===== src/rtl/serv_bus_sequencer_pkg.sv =====
// Shared constants for the serv bus sequencer: FSM state encodings that
// debug/trace logic can decode, and the default watchdog limit.
package serv_bus_sequencer_pkg;

  typedef enum logic [1:0] {
    ST_IDLE  = 2'd0,
    ST_GNT_I = 2'd1,
    ST_GNT_D = 2'd2
  } seq_state_t;

  localparam int unsigned DEFAULT_TIMEOUT = 255;

endpackage


===== src/rtl/serv_bus_sequencer_if.sv =====
// Bus bundle for the sequencer: ibus and dbus requester ports, the shared
// Wishbone master port, the error pulse and the FSM state for debug.
//
// Handshake: a requester raises cyc (with address/data stable) and holds it
// until it sees its ack for exactly one cycle; it drops cyc the cycle after
// the ack. On the Wishbone side o_wb_cyc is held until i_wb_ack (or a
// watchdog expiry) ends the transaction. rdt is valid only with its ack.
interface serv_bus_sequencer_if;
  import serv_bus_sequencer_pkg::*;

  logic [31:0] i_ibus_adr;
  logic        i_ibus_cyc;
  logic [31:0] o_ibus_rdt;
  logic        o_ibus_ack;

  logic [31:0] i_dbus_adr;
  logic [31:0] i_dbus_dat;
  logic [3:0]  i_dbus_sel;
  logic        i_dbus_we;
  logic        i_dbus_cyc;
  logic [31:0] o_dbus_rdt;
  logic        o_dbus_ack;

  logic [31:0] o_wb_adr;
  logic [31:0] o_wb_dat;
  logic [3:0]  o_wb_sel;
  logic        o_wb_we;
  logic        o_wb_cyc;
  logic [31:0] i_wb_rdt;
  logic        i_wb_ack;

  logic        o_bus_err;
  seq_state_t  dbg_state;

  // Sequencer side: owns the master port and the requester acks.
  modport master (
    input  i_ibus_adr, i_ibus_cyc, i_dbus_adr, i_dbus_dat, i_dbus_sel,
           i_dbus_we, i_dbus_cyc, i_wb_rdt, i_wb_ack,
    output o_ibus_rdt, o_ibus_ack, o_dbus_rdt, o_dbus_ack, o_wb_adr,
           o_wb_dat, o_wb_sel, o_wb_we, o_wb_cyc, o_bus_err, dbg_state
  );

  // Environment side: core requesters plus the interconnect slave.
  modport slave (
    output i_ibus_adr, i_ibus_cyc, i_dbus_adr, i_dbus_dat, i_dbus_sel,
           i_dbus_we, i_dbus_cyc, i_wb_rdt, i_wb_ack,
    input  o_ibus_rdt, o_ibus_ack, o_dbus_rdt, o_dbus_ack, o_wb_adr,
           o_wb_dat, o_wb_sel, o_wb_we, o_wb_cyc, o_bus_err, dbg_state
  );

endinterface


===== src/rtl/serv_bus_sequencer_watchdog.sv =====
// Grant watchdog: counts cycles spent in a grant state and flags the cycle
// on which the count reaches TIMEOUT-1. TIMEOUT=0 removes the counter.
module serv_bus_watchdog #(
  parameter int unsigned TIMEOUT = 255
) (
  input  logic i_clk,
  input  logic i_rst,
  input  logic i_clr,
  input  logic i_en,
  output logic o_expire
);

  if (TIMEOUT == 0) begin : g_off
    assign o_expire = 1'b0;
  end else begin : g_on
    localparam int unsigned W = $clog2(TIMEOUT + 1);
    localparam logic [W-1:0] LAST = W'(TIMEOUT - 1);

    logic [W-1:0] cnt;

    // Clear while idle so each grant starts from zero; count grant cycles.
    always_ff @(posedge i_clk) begin
      if (i_rst || i_clr) begin
        cnt <= '0;
      end else if (i_en) begin
        cnt <= cnt + W'(1);
      end
    end

    assign o_expire = i_en && (cnt == LAST);
  end

endmodule


===== src/rtl/serv_bus_sequencer.sv =====
// Registered, fair two-requester sequencer sharing one Wishbone master port
// between the ibus and dbus, with a watchdog for unacknowledged transactions.
module serv_bus_sequencer
  import serv_bus_sequencer_pkg::*;
#(
  parameter int unsigned TIMEOUT = DEFAULT_TIMEOUT
) (
  input logic                  i_clk,
  input logic                  i_rst,
  serv_bus_sequencer_if.master bus
);

  seq_state_t state;
  logic       last_d;
  logic       gnt_i;
  logic       gnt_d;
  logic       req_live;
  logic       expire;
  logic       done;
  logic       timed_out;

  assign gnt_i = (state == ST_GNT_I);
  assign gnt_d = (state == ST_GNT_D);

  // A grant only completes while its requester still holds cyc; a dropped
  // cyc is a protocol violation and ends the grant silently.
  assign req_live  = (gnt_i && bus.i_ibus_cyc) || (gnt_d && bus.i_dbus_cyc);
  assign done      = req_live && (bus.i_wb_ack || expire);
  assign timed_out = req_live && expire && !bus.i_wb_ack;

  serv_bus_watchdog #(
    .TIMEOUT (TIMEOUT)
  ) u_watchdog (
    .i_clk    (i_clk),
    .i_rst    (i_rst),
    .i_clr    (state == ST_IDLE),
    .i_en     (state != ST_IDLE),
    .o_expire (expire)
  );

  // Arbitration FSM: alternate on contention using last_d, hold one grant
  // per transaction, return to IDLE on ack, expiry or dropped cyc.
  always_ff @(posedge i_clk) begin
    if (i_rst) begin
      state  <= ST_IDLE;
      last_d <= 1'b1;
    end else begin
      case (state)
        ST_IDLE: begin
          if (bus.i_ibus_cyc && (!bus.i_dbus_cyc || last_d)) begin
            state  <= ST_GNT_I;
            last_d <= 1'b0;
          end else if (bus.i_dbus_cyc) begin
            state  <= ST_GNT_D;
            last_d <= 1'b1;
          end
        end
        ST_GNT_I: begin
          if (!bus.i_ibus_cyc || done) state <= ST_IDLE;
        end
        ST_GNT_D: begin
          if (!bus.i_dbus_cyc || done) state <= ST_IDLE;
        end
        default: state <= ST_IDLE;
      endcase
    end
  end

  // Master port: ibus address is the idle default; data-side fields are
  // only driven from dbus while it holds the grant.
  assign bus.o_wb_cyc = (state != ST_IDLE);
  assign bus.o_wb_adr = gnt_d ? bus.i_dbus_adr : bus.i_ibus_adr;
  assign bus.o_wb_dat = gnt_d ? bus.i_dbus_dat : 32'h0;
  assign bus.o_wb_sel = gnt_d ? bus.i_dbus_sel : 4'h0;
  assign bus.o_wb_we  = gnt_d && bus.i_dbus_we;

  // Completion: ack goes only to the granted requester; on expiry the read
  // data is forced to zero and the error pulse fires.
  assign bus.o_ibus_ack = gnt_i && done;
  assign bus.o_dbus_ack = gnt_d && done;
  assign bus.o_ibus_rdt = timed_out ? 32'h0 : bus.i_wb_rdt;
  assign bus.o_dbus_rdt = timed_out ? 32'h0 : bus.i_wb_rdt;
  assign bus.o_bus_err  = timed_out;
  assign bus.dbg_state  = state;

endmodule


===== src/flat_wrapper.sv =====
// flat-port wrapper written by rule: the top's interface ports become plain ports
module serv_bus_sequencer_flat import serv_bus_sequencer_pkg::*;
#(
  parameter int unsigned TIMEOUT = DEFAULT_TIMEOUT
)
  (i_clk, i_rst, bus_i_ibus_adr, bus_i_ibus_cyc, bus_i_dbus_adr, bus_i_dbus_dat, bus_i_dbus_sel, bus_i_dbus_we, bus_i_dbus_cyc, bus_i_wb_rdt, bus_i_wb_ack, bus_o_ibus_rdt, bus_o_ibus_ack, bus_o_dbus_rdt, bus_o_dbus_ack, bus_o_wb_adr, bus_o_wb_dat, bus_o_wb_sel, bus_o_wb_we, bus_o_wb_cyc, bus_o_bus_err, bus_dbg_state);
  serv_bus_sequencer_if bus_i ();
  input logic i_clk;
  input logic i_rst;
  input wire logic [$bits(bus_i.i_ibus_adr)-1:0] bus_i_ibus_adr;
  input wire logic [$bits(bus_i.i_ibus_cyc)-1:0] bus_i_ibus_cyc;
  input wire logic [$bits(bus_i.i_dbus_adr)-1:0] bus_i_dbus_adr;
  input wire logic [$bits(bus_i.i_dbus_dat)-1:0] bus_i_dbus_dat;
  input wire logic [$bits(bus_i.i_dbus_sel)-1:0] bus_i_dbus_sel;
  input wire logic [$bits(bus_i.i_dbus_we)-1:0] bus_i_dbus_we;
  input wire logic [$bits(bus_i.i_dbus_cyc)-1:0] bus_i_dbus_cyc;
  input wire logic [$bits(bus_i.i_wb_rdt)-1:0] bus_i_wb_rdt;
  input wire logic [$bits(bus_i.i_wb_ack)-1:0] bus_i_wb_ack;
  output wire logic [$bits(bus_i.o_ibus_rdt)-1:0] bus_o_ibus_rdt;
  output wire logic [$bits(bus_i.o_ibus_ack)-1:0] bus_o_ibus_ack;
  output wire logic [$bits(bus_i.o_dbus_rdt)-1:0] bus_o_dbus_rdt;
  output wire logic [$bits(bus_i.o_dbus_ack)-1:0] bus_o_dbus_ack;
  output wire logic [$bits(bus_i.o_wb_adr)-1:0] bus_o_wb_adr;
  output wire logic [$bits(bus_i.o_wb_dat)-1:0] bus_o_wb_dat;
  output wire logic [$bits(bus_i.o_wb_sel)-1:0] bus_o_wb_sel;
  output wire logic [$bits(bus_i.o_wb_we)-1:0] bus_o_wb_we;
  output wire logic [$bits(bus_i.o_wb_cyc)-1:0] bus_o_wb_cyc;
  output wire logic [$bits(bus_i.o_bus_err)-1:0] bus_o_bus_err;
  output wire logic [$bits(bus_i.dbg_state)-1:0] bus_dbg_state;
  assign bus_i.i_ibus_adr = bus_i_ibus_adr;
  assign bus_i.i_ibus_cyc = bus_i_ibus_cyc;
  assign bus_i.i_dbus_adr = bus_i_dbus_adr;
  assign bus_i.i_dbus_dat = bus_i_dbus_dat;
  assign bus_i.i_dbus_sel = bus_i_dbus_sel;
  assign bus_i.i_dbus_we = bus_i_dbus_we;
  assign bus_i.i_dbus_cyc = bus_i_dbus_cyc;
  assign bus_i.i_wb_rdt = bus_i_wb_rdt;
  assign bus_i.i_wb_ack = bus_i_wb_ack;
  assign bus_o_ibus_rdt = bus_i.o_ibus_rdt;
  assign bus_o_ibus_ack = bus_i.o_ibus_ack;
  assign bus_o_dbus_rdt = bus_i.o_dbus_rdt;
  assign bus_o_dbus_ack = bus_i.o_dbus_ack;
  assign bus_o_wb_adr = bus_i.o_wb_adr;
  assign bus_o_wb_dat = bus_i.o_wb_dat;
  assign bus_o_wb_sel = bus_i.o_wb_sel;
  assign bus_o_wb_we = bus_i.o_wb_we;
  assign bus_o_wb_cyc = bus_i.o_wb_cyc;
  assign bus_o_bus_err = bus_i.o_bus_err;
  assign bus_dbg_state = bus_i.dbg_state;
  serv_bus_sequencer #(.TIMEOUT(TIMEOUT)) u_core (.i_clk(i_clk), .i_rst(i_rst), .bus(bus_i));
endmodule

===== config.mk =====
export PLATFORM = sky130hd
export DESIGN_NAME = serv_bus_sequencer_flat
export DESIGN_NICKNAME = d
export VERILOG_FILES = /design/src/rtl/serv_bus_sequencer_pkg.sv /design/src/rtl/serv_bus_sequencer_if.sv /design/src/rtl/serv_bus_sequencer_watchdog.sv /design/src/rtl/serv_bus_sequencer.sv /design/src/flat_wrapper.sv
export SDC_FILE = /design/constraint.sdc
export NUM_CORES = 1
export LEC_CHECK = 0
export BUFFER_PORTS_ARGS = -buffer_cell sky130_fd_sc_hd__buf_2
export CAP_MARGIN = 20
export CELL_PAD_IN_SITES_DETAIL_PLACEMENT = 1
export CELL_PAD_IN_SITES_GLOBAL_PLACEMENT = 1
export CORE_UTILIZATION = 14
export CTS_CLUSTER_SIZE = 40
export DETAILED_ROUTE_END_ITERATION = 7
export PLACE_DENSITY = 0.84
export SLEW_MARGIN = 5
export SYNTH_ARGS = -nofsm -noshare
export SYNTH_HDL_FRONTEND = slang
export SYNTH_SLANG_ARGS = --single-unit

===== constraint.sdc =====
create_clock -name i_clk -period 1.8 [get_ports i_clk]
set_input_delay 0.36 -clock i_clk [delete_from_list [all_inputs] [get_ports i_clk]]
set_output_delay 0.36 -clock i_clk [all_outputs]
set_load 0.05 [all_outputs]

Word-level counts from Yosys, hierarchy flattened
Index checks and enable logic that the tools add are counted.

Input port bits: 138. Output and inout bits: 139. Logic and storage cells: 45. Register bits after elaboration: 11.

Reductions and logical operators: 24. Add/subtract/negate cells: 1. Eq/ne operators: 6. Muxes and demuxes: 11.

Operator list (count): $mux 32 (3); $logic_and 1x1->1 (10); $add 8x1->8 const B (1); $eq 8x8->1 const B (1); $mux 2 (4); $logic_or 1x1->1 (6); $pmux 2 s3 (1); $mux 4 (1); $ne 2x2->1 const B (2); $reduce_bool 2->1 (2); $logic_not 1->1 (3); $ne 3x2->1 const B (1); $reduce_and 3->1 (1); $eq 2x1->1 const B (1); $eq 2x2->1 const B (1); $logic_not 2->1 (1); $mux 1 (2); $reduce_and 2->1 (1).

Logic depth before layout (Yosys ltp)
Gate-level depths: netlist (run 1).

Depth in word-level cells: 7. Mapped depth: 7. Depth with buffers taken out: 5.

By module
Synthesis (run 1) repeated with hierarchy kept, for this count alone.

Cell total of the unflattened synthesis: 210. Area total of the unflattened synthesis: 1863.0 um^2.

By module, submodules not included: serv_bus_sequencer (instances 1, cells each 168, area each 1493.9 um^2, sequential area each 60.1 um^2); serv_bus_watchdog (instances 1, cells each 42, area each 369.1 um^2, sequential area each 160.2 um^2).

Worst setup path after synthesis (run 1)
No wires, ideal clock.

Path type: reg-to-output. Start: register u_core.state[1] (netlist: u_core.bus.dbg_state[1]). End: output bus_o_bus_err. Cell stages (with the launch flop): 4. Data arrival time: 2705 ps. Path slack: -1265 ps. Path buffers: 0. Data required time: 1440 ps. Path through: dfxtp_1 > nand3b_1 > a21o_1 > nor4_1.

Cells in the longest elaborated chain, start to end: 5. Elaborated cells between the ends (all ways): 9. Those cells by class: eq/ne: 2; reduce/logical: 7.

RTL lines: from (decl) (line serv_bus_sequencer.sv:13) `seq_state_t state;`; from (signal assigned) (line serv_bus_sequencer.sv:45) `state <= ST_IDLE;`; from (signal assigned) (line serv_bus_sequencer.sv:51) `state <= ST_GNT_I;`; from (signal assigned) (line serv_bus_sequencer.sv:54) `state <= ST_GNT_D;`; $eq 2x1->1 / $eq 2x2->1 (equally long branches) (line serv_bus_sequencer.sv:22, serv_bus_sequencer.sv:23); $logic_and 1x1->1 (line serv_bus_sequencer.sv:27) `assign req_live = (gnt_i && bus.i_ibus_cyc) || (gnt_d && bus.i_dbus_cyc);`; $logic_or 1x1->1 (line serv_bus_sequencer.sv:27); $logic_and 1x1->1 * (2 in series) (line serv_bus_sequencer.sv:29) `assign timed_out = req_live && expire && !bus.i_wb_ack;`; to (decl) (line flat_wrapper.sv:28) `output wire logic [$bits(bus_i.o_bus_err)-1:0] bus_o_bus_err;`.

Every way passes the cells marked *; elsewhere a longest branch is shown, timed or not.

Final worst setup path (run 1)
Start: register u_core.state[0] (netlist: u_core.bus.dbg_state[0]). End: output bus_o_ibus_rdt[3].

Cells in the longest elaborated chain, start to end: 6. Elaborated cells between the ends (all ways): 10. Those cells by class: eq/ne: 2; mux: 1; reduce/logical: 7.

RTL lines: $eq 2x1->1 / $eq 2x2->1 (equally long branches) (line serv_bus_sequencer.sv:22, serv_bus_sequencer.sv:23); $logic_and 1x1->1 (line serv_bus_sequencer.sv:27); $logic_or 1x1->1 (line serv_bus_sequencer.sv:27); $logic_and 1x1->1 * (2 in series) (line serv_bus_sequencer.sv:29); $mux 32 * (line serv_bus_sequencer.sv:81) `assign bus.o_ibus_rdt = timed_out ? 32'h0 : bus.i_wb_rdt;`; to (decl) (line flat_wrapper.sv:19) `output wire logic [$bits(bus_i.o_ibus_rdt)-1:0] bus_o_ibus_rdt;`.

Marked as above.

==> reports/qor.yml, run 1 <==
status: "finished with violations"
failed_checks: "setup timing"
cts_tree: "yes"
cp.depth: 6
final_cell_mix: "140 x buf_2, 123 x buf_8, 37 x and2_4"
synthesis.nets: 344
grt_max_degree: 9
clock_path_buffers: 2
io_buffers: 276
finClkSkew_ps: 2.73
num_antenna_cells: 0
grt_pass1_wl_mm: 15.9
finalMaxSlewViolations: 0
layout_min_cycle_time_ps: 2200
h-tree-depth: 1
setup-violations-final: 134
peakVddDrop_mv: 0.207
crit_fanout: 8
nNetsFinal: 624
start_util: 0.147
worstSetupStartpointType: "flip-flop"
synth_cell_types: 27
crit_path_end_kind: "output port"
static-leakage-power_nw: 2.74
cp-endpoint: "bus_o_ibus_rdt[3]"
vias_per_cell: 4.24
reg2reg_from: "u_core.bus.dbg_state[0]"
ys_seq_elements: 11
slew_headroom: 0.745
period_share: 1.22
fin_util: 0.490
crit_buf_inv: 3
wirelength_mm: 12.0
die-area_um2: 12000
rrSetupSlack_ps: 140
place_congestion: 0.753
syn_inst: 204
drive_above_1_share: 0.905
clock_latency_ps: 240
r2r-end: "u_core.bus.dbg_state[1]"
final.setup.worst_slack_ps: -399
critPathRequiredTime_ps: 1440
crit_path_start: "u_core.bus.dbg_state[0]"
maxCapViolations: 0
antenna_found_initial: 0
path_class: "reg -> out"
postRouteAntennaNets: 0
cp_common_cell: "buf_12"
cts_root_buf: "clkbuf_16"
drcViolationCount: 0
rsz0062_at_grt: "true"
slowest_stage: "a2111oi_4"
die_h_um: 110
drt-initial-drc-count: 83
grtUsageTotal: 0.175
final_common_cell: "buf_2"
cpPeakStageDelay_ps: 440
syn_area_um2: 1620
hold_viol: 0
ioPinCount: 277
crit_family: "buffers and inverters"
rows: 38
ys_warn_count: 0
seq_area_frac_synth: 0.136
min-delay-path-class: "in -> reg"
die_w_um: 110
drtPass1Iterations: 4
grt_overflow: 0
nFillCells: 1161
cp_cell_sequence: "nand3b_1, a2111oi_4, buf_12, buf_12, nor2b_4, buf_8"
cts_buffers: 3
clk_pin_slew_ps: 40
core_um2: 11100
grt_pass1_vias: 2966
cts_hold_buf: 0
arrival_ps: 1840
power_density_nw_per_um2: 461
detail_route.wl_per_cell_um: 19.2
dp_hpwl_mm: 7.46
via_count: 2642
avgSynthCellArea_um2: 7.96
tightest_slew_ps: 382
syn_to_final_growth_pct: 234
p_total_mw: 2.50
clock_sinks: 11
timing.fmax_mhz: 455
r2r_cells: 6
==> Yosys cell counts <==
cell type | number | share of area
and2_1 | 37 | 0.14
nor2b_1 | 33 | 0.13
buf_4 | 32 | 0.15
mux2_2 | 32 | 0.22
dfxtp_1 | 11 | 0.14
nor2_1 | 8 | 0.018
buf_2 | 6 | 0.018
clkbuf_1 | 5 | 0.012
nand3_1 | 5 | 0.015
nand2_1 | 4 | 0.0092
a21oi_1 | 3 | 0.0092
inv_1 | 3 | 0.0069
nand3b_1 | 3 | 0.014
o21ai_0 | 3 | 0.0092
or3_1 | 3 | 0.012
ha_1 | 2 | 0.015
o21ba_2 | 2 | 0.012
o41ai_1 | 2 | 0.011
xor2_1 | 2 | 0.011
a2111oi_4 | 1 | 0.017
a21o_1 | 1 | 0.0046
a221o_1 | 1 | 0.0062
nand2b_1 | 1 | 0.0039
nand4_2 | 1 | 0.0077
nor3_1 | 1 | 0.0031
nor4_1 | 1 | 0.0039
xnor2_1 | 1 | 0.0054
==> cells by family after synthesis <==
kind of cell	count (synthesis)	synth area share
AO/OA/AOI/OAI	13	0.0693
XOR/XNOR	3	0.0162
adder cells (fa/ha/maj)	2	0.0154
buffers and inverters	46	0.185
flip-flops	11	0.136
multiplexers	32	0.222
AND/OR/NAND/NOR	97	0.357
==> report_power, final <==
group	leakage [nW]	switching [mW]	internal, mW
registers	0.0912	0.00774	0.253
clock network	0.0382	0.125	0.299
logic	2.61	0.984	0.836
==> final cells by class <==
cell class                 instances  area (um2)  area share
inverter                           3        13.8     0.00253
sequential                        11         229      0.0422
clock buffer                       4        78.8      0.0145
multi-input combinational        147        1630       0.300
timing repair buffer             318        3310       0.609
tap                              140         175      0.0323
==> metrics by stage <==
step	std cells	setup slack, ps	instance area [um2]	setup TNS [ps]	hold slack, ps
3_5_place_dp	602	-265	3470	-15770	498
4_1_cts	622	-391	5160	-37520	362
2_1_floorplan	204	-336	2040	-15690	430
3_3_place_gp	602	-264	3470	-15060	469
5_1_grt	623	-433	5430	-41180	385
6_report	623	-399	5430	-35580	369
==> how the worst min path moves through the flow <==
stage                                              from                       endpoint  slack [ps]  cells after the start
after floorplan           u_core.u_watchdog.g_on.cnt[0]  u_core.u_watchdog.g_on.cnt[0]         430                      1
after global placement    u_core.u_watchdog.g_on.cnt[7]  u_core.u_watchdog.g_on.cnt[7]         470                      2
after detailed placement  u_core.u_watchdog.g_on.cnt[7]  u_core.u_watchdog.g_on.cnt[7]         500                      2
after CTS                                         i_rst        u_core.bus.dbg_state[0]         360                      2
after global routing                              i_rst        u_core.bus.dbg_state[0]         390                      2
final                                             i_rst        u_core.bus.dbg_state[0]         370                      2
==> layer usage <==
| layer | vias to the layer above | routed length, um | global-route usage |
|---|---|---|---|
| li1 | 1207 | - | - |
| met1 | 1241 | 3840 | 0.172 |
| met2 | 179 | 6980 | 0.366 |
| met3 | 15 | 918 | 0.0273 |
| met4 | 0 | 206 | 0.0533 |
| met5 | - | 0 | 0 |
==> state kept, by name (all words and copies together) (netlist names) <==
register                    cells
u_core.u_watchdog.g_on.cnt      8
u_core.bus.dbg_state            2
u_core.last_d                   1
==> repair_timing <==
item	4_1_cts	5_1_grt
gates resized for setup	406	85
pin swaps	4	33
buffers inserted	9	7
cloned	8	0
hold endpoints to repair	0	0
endpoints found under the setup margin	136	137
No activity file was read; power rests on OpenSTA's default activity.
==> run 2: changes to the inputs <==
--- a/config.mk
+++ b/config.mk
@@ -5,14 +5,15 @@
 export SDC_FILE = /design/constraint.sdc
 export NUM_CORES = 1
 export LEC_CHECK = 0
-export BUFFER_PORTS_ARGS = -buffer_cell sky130_fd_sc_hd__buf_2
 export CAP_MARGIN = 20
 export CELL_PAD_IN_SITES_DETAIL_PLACEMENT = 1
 export CELL_PAD_IN_SITES_GLOBAL_PLACEMENT = 1
-export CORE_UTILIZATION = 14
+export CORE_AREA = 2 2 107 109
 export CTS_CLUSTER_SIZE = 40
 export DETAILED_ROUTE_END_ITERATION = 7
-export PLACE_DENSITY = 0.84
+export DIE_AREA = 0 0 109 111
+export DONT_BUFFER_PORTS = 1
+export PLACE_DENSITY = 0.48
 export SLEW_MARGIN = 5
 export SYNTH_ARGS = -nofsm -noshare
 export SYNTH_HDL_FRONTEND = slang
==> reports/qor.yml, run 2 (synthesis results as in run 1) <==
cts_buffers: 3
period_share: 1.24
final_cell_mix: "47 x buf_12, 37 x and2_4, 32 x mux2_4, 32 x nor2b_4, 17 x buf_4"
drive_above_1_share: 0.821
timing.fmax_mhz: 447
cts_root_buf: "clkbuf_16"
detail_route.wl_per_cell_um: 20.6
cts_tree: "yes"
h-tree-depth: 1
die_w_um: 109
syn_to_final_growth_pct: 131
io_buffers: 0
tightest_slew_ps: 631
rsz0062_at_grt: "true"
drtPass1Iterations: 4
whs_ps: 205
largest-register: "u_core.u_watchdog.g_on.cnt"
fin_util: 0.338
drcViolationCount: 0
clock_sinks: 11
clock_latency_ps: 240
final.setup.worst_slack_ps: -437
drt-initial-drc-count: 27
r2r-end: "u_core.u_watchdog.g_on.cnt[2]"
worstSetupStartpointType: "flip-flop"
finalMaxSlewViolations: 0
ioPinCount: 277
wirelength_mm: 8.24
placed_area_um2: 2730
maxCapViolations: 0
critPathRequiredTime_ps: 1440
rrSetupSlack_ps: 230
grt_pass1_wl_mm: 11.8
crit_fanout: 8
regArea_um2: 230
grt_util_met2: 0.254
grtUsageTotal: 0.131
nFillCells: 1189
setup-violations-final: 136
num_antenna_cells: 0
core_um2: 11100
min-delay-path-class: "in -> reg"
via_count: 1716
peakVddDrop_mv: 0.249
met1_usage: 0.140
vias_per_cell: 4.29
fin_setup_tns_ps: -45090
grt_overflow: 0
clock_path_buffers: 2
worstHoldPathCells: 1
path_class: "reg -> out"
dp_hpwl_mm: 5.76
postRouteAntennaNets: 0
start_util: 0.147
die_h_um: 111
reg2reg_from: "u_core.bus.dbg_state[1]"
nNetsFinal: 398
multi_input_area_um2: 1620
crit_path_start: "u_core.bus.dbg_state[1]"
grt_busiest_layer: "met2"
clk_pin_slew_ps: 40
layout_min_cycle_time_ps: 2240
hp-start: "i_rst"
cts_hold_buf: 0
hold_viol: 0
place_congestion: 0.795
grt_max_degree: 10
arrival_ps: 1880
power_density_nw_per_um2: 539
die-area_um2: 12100
final_cell_area_um2: 3750
grt_use_met3: 0.0329
crit_path_end_kind: "output port"
grt_pass1_vias: 1996
failed_checks: "setup timing"
static-leakage-power_nw: 1.64
slew_headroom: 0.578
r2r_cells: 6
status: "finished with violations"
antenna_found_initial: 0
rows: 39
whs_endpoint: "u_core.bus.dbg_state[1]"
final_common_cell: "buf_12"
finClkSkew_ps: 0.704
largest_reg_flops: 8
run 2: routing by layer:
layer | vias up | routed length [um]
met5 | - | 0
met4 | 0 | 53
met3 | 7 | 803
met2 | 170 | 4580
met1 | 789 | 2810
li1 | 750 | -
run 2: layout make-up:
class / count / area share
Inverter: 3 / 0.00434
Tap cell: 143 / 0.0477
Sequential cell: 11 / 0.0614
Timing Repair Buffer: 92 / 0.432
Multi-Input combinational cell: 147 / 0.433
Clock buffer: 4 / 0.0210
run 2: metrics by stage:
stage	worst slack, ps	instances	power [mW]
after floorplan	-336	204	1.21
after global placement	-239	358	1.35
after detailed placement	-334	358	1.35
after CTS	-482	399	2.04
after global routing	-500	400	2.09
final	-437	400	2.02
run 2: how the worst max path moves through the flow:
stage                          to
6_report              bus_o_wb_we
5_1_grt         bus_o_dbus_rdt[7]
4_1_cts        bus_o_ibus_rdt[30]
3_5_place_dp    bus_o_ibus_rdt[0]
3_3_place_gp    bus_o_ibus_rdt[0]
2_1_floorplan  bus_o_ibus_rdt[10]
run 2: timing repair:
item                                    4_1_cts  5_1_grt
endpoints found under the setup margin      137      137
cloned                                       14        0
pin swaps                                    34       13
setup buffers                                25        2
endpoints found under the hold margin         0        0
resized for setup                           109        6
run 2: where the power goes:
part / internal [mW] / switching [mW]
Clock: 0.298 / 0.113
Sequential: 0.253 / 0.00642
Combinational: 0.511 / 0.839
run 2: critical path: stages, from the launching register on:
cell	delay [ps]
dfxtp_4	330
buf_4	130
buf_12	150
inv_6	60
nor2_4	40
buf_12	140
buf_6	110
buf_8	130
buf_12	120
buf_16	120
and2_4	160
buf_12	140
==> run 3: changes to the inputs <==
--- a/config.mk
+++ b/config.mk
@@ -8,13 +8,14 @@
 export CAP_MARGIN = 20
 export CELL_PAD_IN_SITES_DETAIL_PLACEMENT = 1
 export CELL_PAD_IN_SITES_GLOBAL_PLACEMENT = 1
-export CORE_AREA = 2 2 107 109
+export CORE_AREA = 2 2 108 110
 export CTS_CLUSTER_SIZE = 40
 export DETAILED_ROUTE_END_ITERATION = 7
-export DIE_AREA = 0 0 109 111
+export DIE_AREA = 0 0 110 112
 export DONT_BUFFER_PORTS = 1
-export PLACE_DENSITY = 0.48
+export PLACE_DENSITY = 0.5
 export SLEW_MARGIN = 5
 export SYNTH_ARGS = -nofsm -noshare
 export SYNTH_HDL_FRONTEND = slang
+export SYNTH_HIERARCHICAL = 1
 export SYNTH_SLANG_ARGS = --single-unit
==> reports/qor.yml, run 3 <==
status: "finished with violations"
failed_checks: "setup timing"
h-tree-depth: 1
finalMaxSlewViolations: 0
via_count: 1769
start_util: 0.167
antenna_found_initial: 0
synth_flop_cell: "dfxtp_1"
final_common_cell: "buf_12"
yosysMostFrequentCell: "and2_1"
die-area_um2: 12300
nNetsFinal: 427
clock_path_buffers: 2
cts_tree: "yes"
num_antenna_cells: 0
path_class: "reg -> out"
placed_area_um2: 3510
nFillCells: 1166
reg2reg_from: "u_core/bus.dbg_state[1]"
die_w_um: 110
io_buffers: 0
synth_common_cells: "37 x and2_1, 33 x buf_4, 32 x mux2_4"
wirelength_mm: 8.39
multi_input_area_um2: 1600
drive_above_1_share: 0.825
worstHoldPathCells: 1
grt_pass1_wl_mm: 11.8
cp_cell_sequence: "nor2_4, inv_6, nand4_1, nor2_2, nand2b_1, a21oi_4, buf_6, and2b_4, buf_12"
seq_area_frac_synth: 0.118
slowest_stage: "dfxtp_4"
yosys.area.top_type: "mux2_4"
timing.fmax_mhz: 473
rsz0062_at_grt: "true"
die_h_um: 112
synth_cell_types: 31
fin_util: 0.374
cts_buffers: 3
yosys.area.top_type_share: 0.258
synthesis.nets: 350
largest_reg_flops: 8
layout_min_cycle_time_ps: 2110
rrSetupSlack_ps: 250
synth-edff-count: 0
power_density_nw_per_um2: 494
crit_path_start: "u_core/bus.dbg_state[0]"
syn_to_final_growth_pct: 124
setup-violations-final: 135
final_cell_area_um2: 4180
hold_viol: 0
whs_ps: 181
ioPinCount: 277
synth_area_leaders: "mux2_4 26%, buf_4 13%, and2_1 12%"
postRouteAntennaNets: 0
period_share: 1.17
cp-endpoint: "bus_o_ibus_rdt[28]"
finClkSkew_ps: 2.15
min-delay-path-class: "in -> reg"
final.setup.worst_slack_ps: -314
r2r-end: "u_core/bus.dbg_state[0]"
avgSynthCellArea_um2: 8.87
grt_pass1_vias: 2045
rows: 39
cpPeakStageDelay_ps: 370
critPathRequiredTime_ps: 1440
grtUsageTotal: 0.127
peakVddDrop_mv: 0.610
clock_sinks: 11
crit_fanout: 4
grt_overflow: 0
drcViolationCount: 0
vias_per_cell: 4.12
syn_area_um2: 1860
ys_warn_count: 6
detail_route.wl_per_cell_um: 19.6
ys_seq_elements: 11
largest-register: "u_core/u_watchdog/g_on.cnt"
place_congestion: 0.732
r2r_cells: 8
tightest_slew_ps: 288
drt-initial-drc-count: 38
worstSetupStartpointType: "flip-flop"
syn_inst: 210
crit_path_end_kind: "output port"
core_um2: 11200
cts_hold_buf: 0
async_flop_share: 0
drtPass1Iterations: 4
cts_root_buf: "clkbuf_16"
arrival_ps: 1750
regArea_um2: 230
clk_pin_slew_ps: 40
grt_max_degree: 11
maxCapViolations: 0
slew_headroom: 0.805
final_cell_mix: "82 x buf_12, 37 x and2_4, 32 x nor2b_4, 32 x mux2_4, 17 x buf_4"
static-leakage-power_nw: 1.83
clock_latency_ps: 230
dp_hpwl_mm: 6.48
==> run 3: metrics by stage <==
stage               worst slack [ps]  instances  power [mW]  setup TNS [ps]
global route                    -406        429        2.14          -38010
CTS                             -374        438        2.15          -37030
floorplan                       -499        210        1.26          -24600
finish                          -314        429        2.06          -27540
detailed placement              -173        401        1.54           -8520
global placement                -123        401        1.53           -6010
==> run 3: how the worst min path moves through the flow <==
stage,from,endpoint,slack [ps]
floorplan,i_rst,u_core/bus.dbg_state[1],420
global placement,i_rst,u_core/bus.dbg_state[1],420
detailed placement,i_rst,u_core/bus.dbg_state[1],420
CTS,i_rst,u_core/bus.dbg_state[1],180
global route,i_rst,u_core/bus.dbg_state[1],180
finish,i_rst,u_core/bus.dbg_state[1],180
==> run 3: cell type report <==
cell class,instances,area share
Clock buffer,4,0.0189
Timing Repair Buffer,117,0.497
Inverter,2,0.00299
Sequential cell,11,0.0551
Tap cell,143,0.0428
Multi-Input combinational cell,152,0.383
==> run 3: cells by family (layout without fill, tap and decap cells) <==
family,Yosys count,in the layout,share of synthesized area
AO/OA/AOI/OAI,13,13,0.0437
XOR/XNOR,4,4,0.0188
adder cells (fa/ha/maj),2,2,0.0134
buffers and inverters,47,123,0.210
flip-flops,11,11,0.118
multiplexers,32,32,0.258
AND/OR/NAND/NOR,101,101,0.338
==> run 3: timing repair <==
item / in CTS / in global routing
buffers inserted: 21 / 3
gates cloned: 13 / 1
gates resized for setup: 86 / 14
pin swaps: 32 / 14
setup endpoints to repair: 136 / 136
hold endpoints to repair: 0 / 0
==> run 3: report_power, final <==
group | switching, mW | total [mW] | leakage (nW) | internal [mW]
clock | 0.102 | 0.398 | 0.0382 | 0.297
sequential | 0.00798 | 0.260 | 0.0916 | 0.252
combinational | 0.836 | 1.40 | 1.70 | 0.568
==> run 3: layer usage <==
| layer | vias up | wire, um | track usage |
|---|---|---|---|
| li1 | 808 | - | - |
| met1 | 824 | 2810 | 0.140 |
| met2 | 129 | 4570 | 0.231 |
| met3 | 8 | 954 | 0.0480 |
| met4 | 0 | 57 | 0.0177 |
| met5 | - | 0 | 0 |
==> run 3: critical path: cells and delay by family (launching register included) <==
kind | cells | cell delay, ps
compound gates | 1 | 190
simple gates | 5 | 580
flops | 1 | 370
buf+inv | 3 | 360
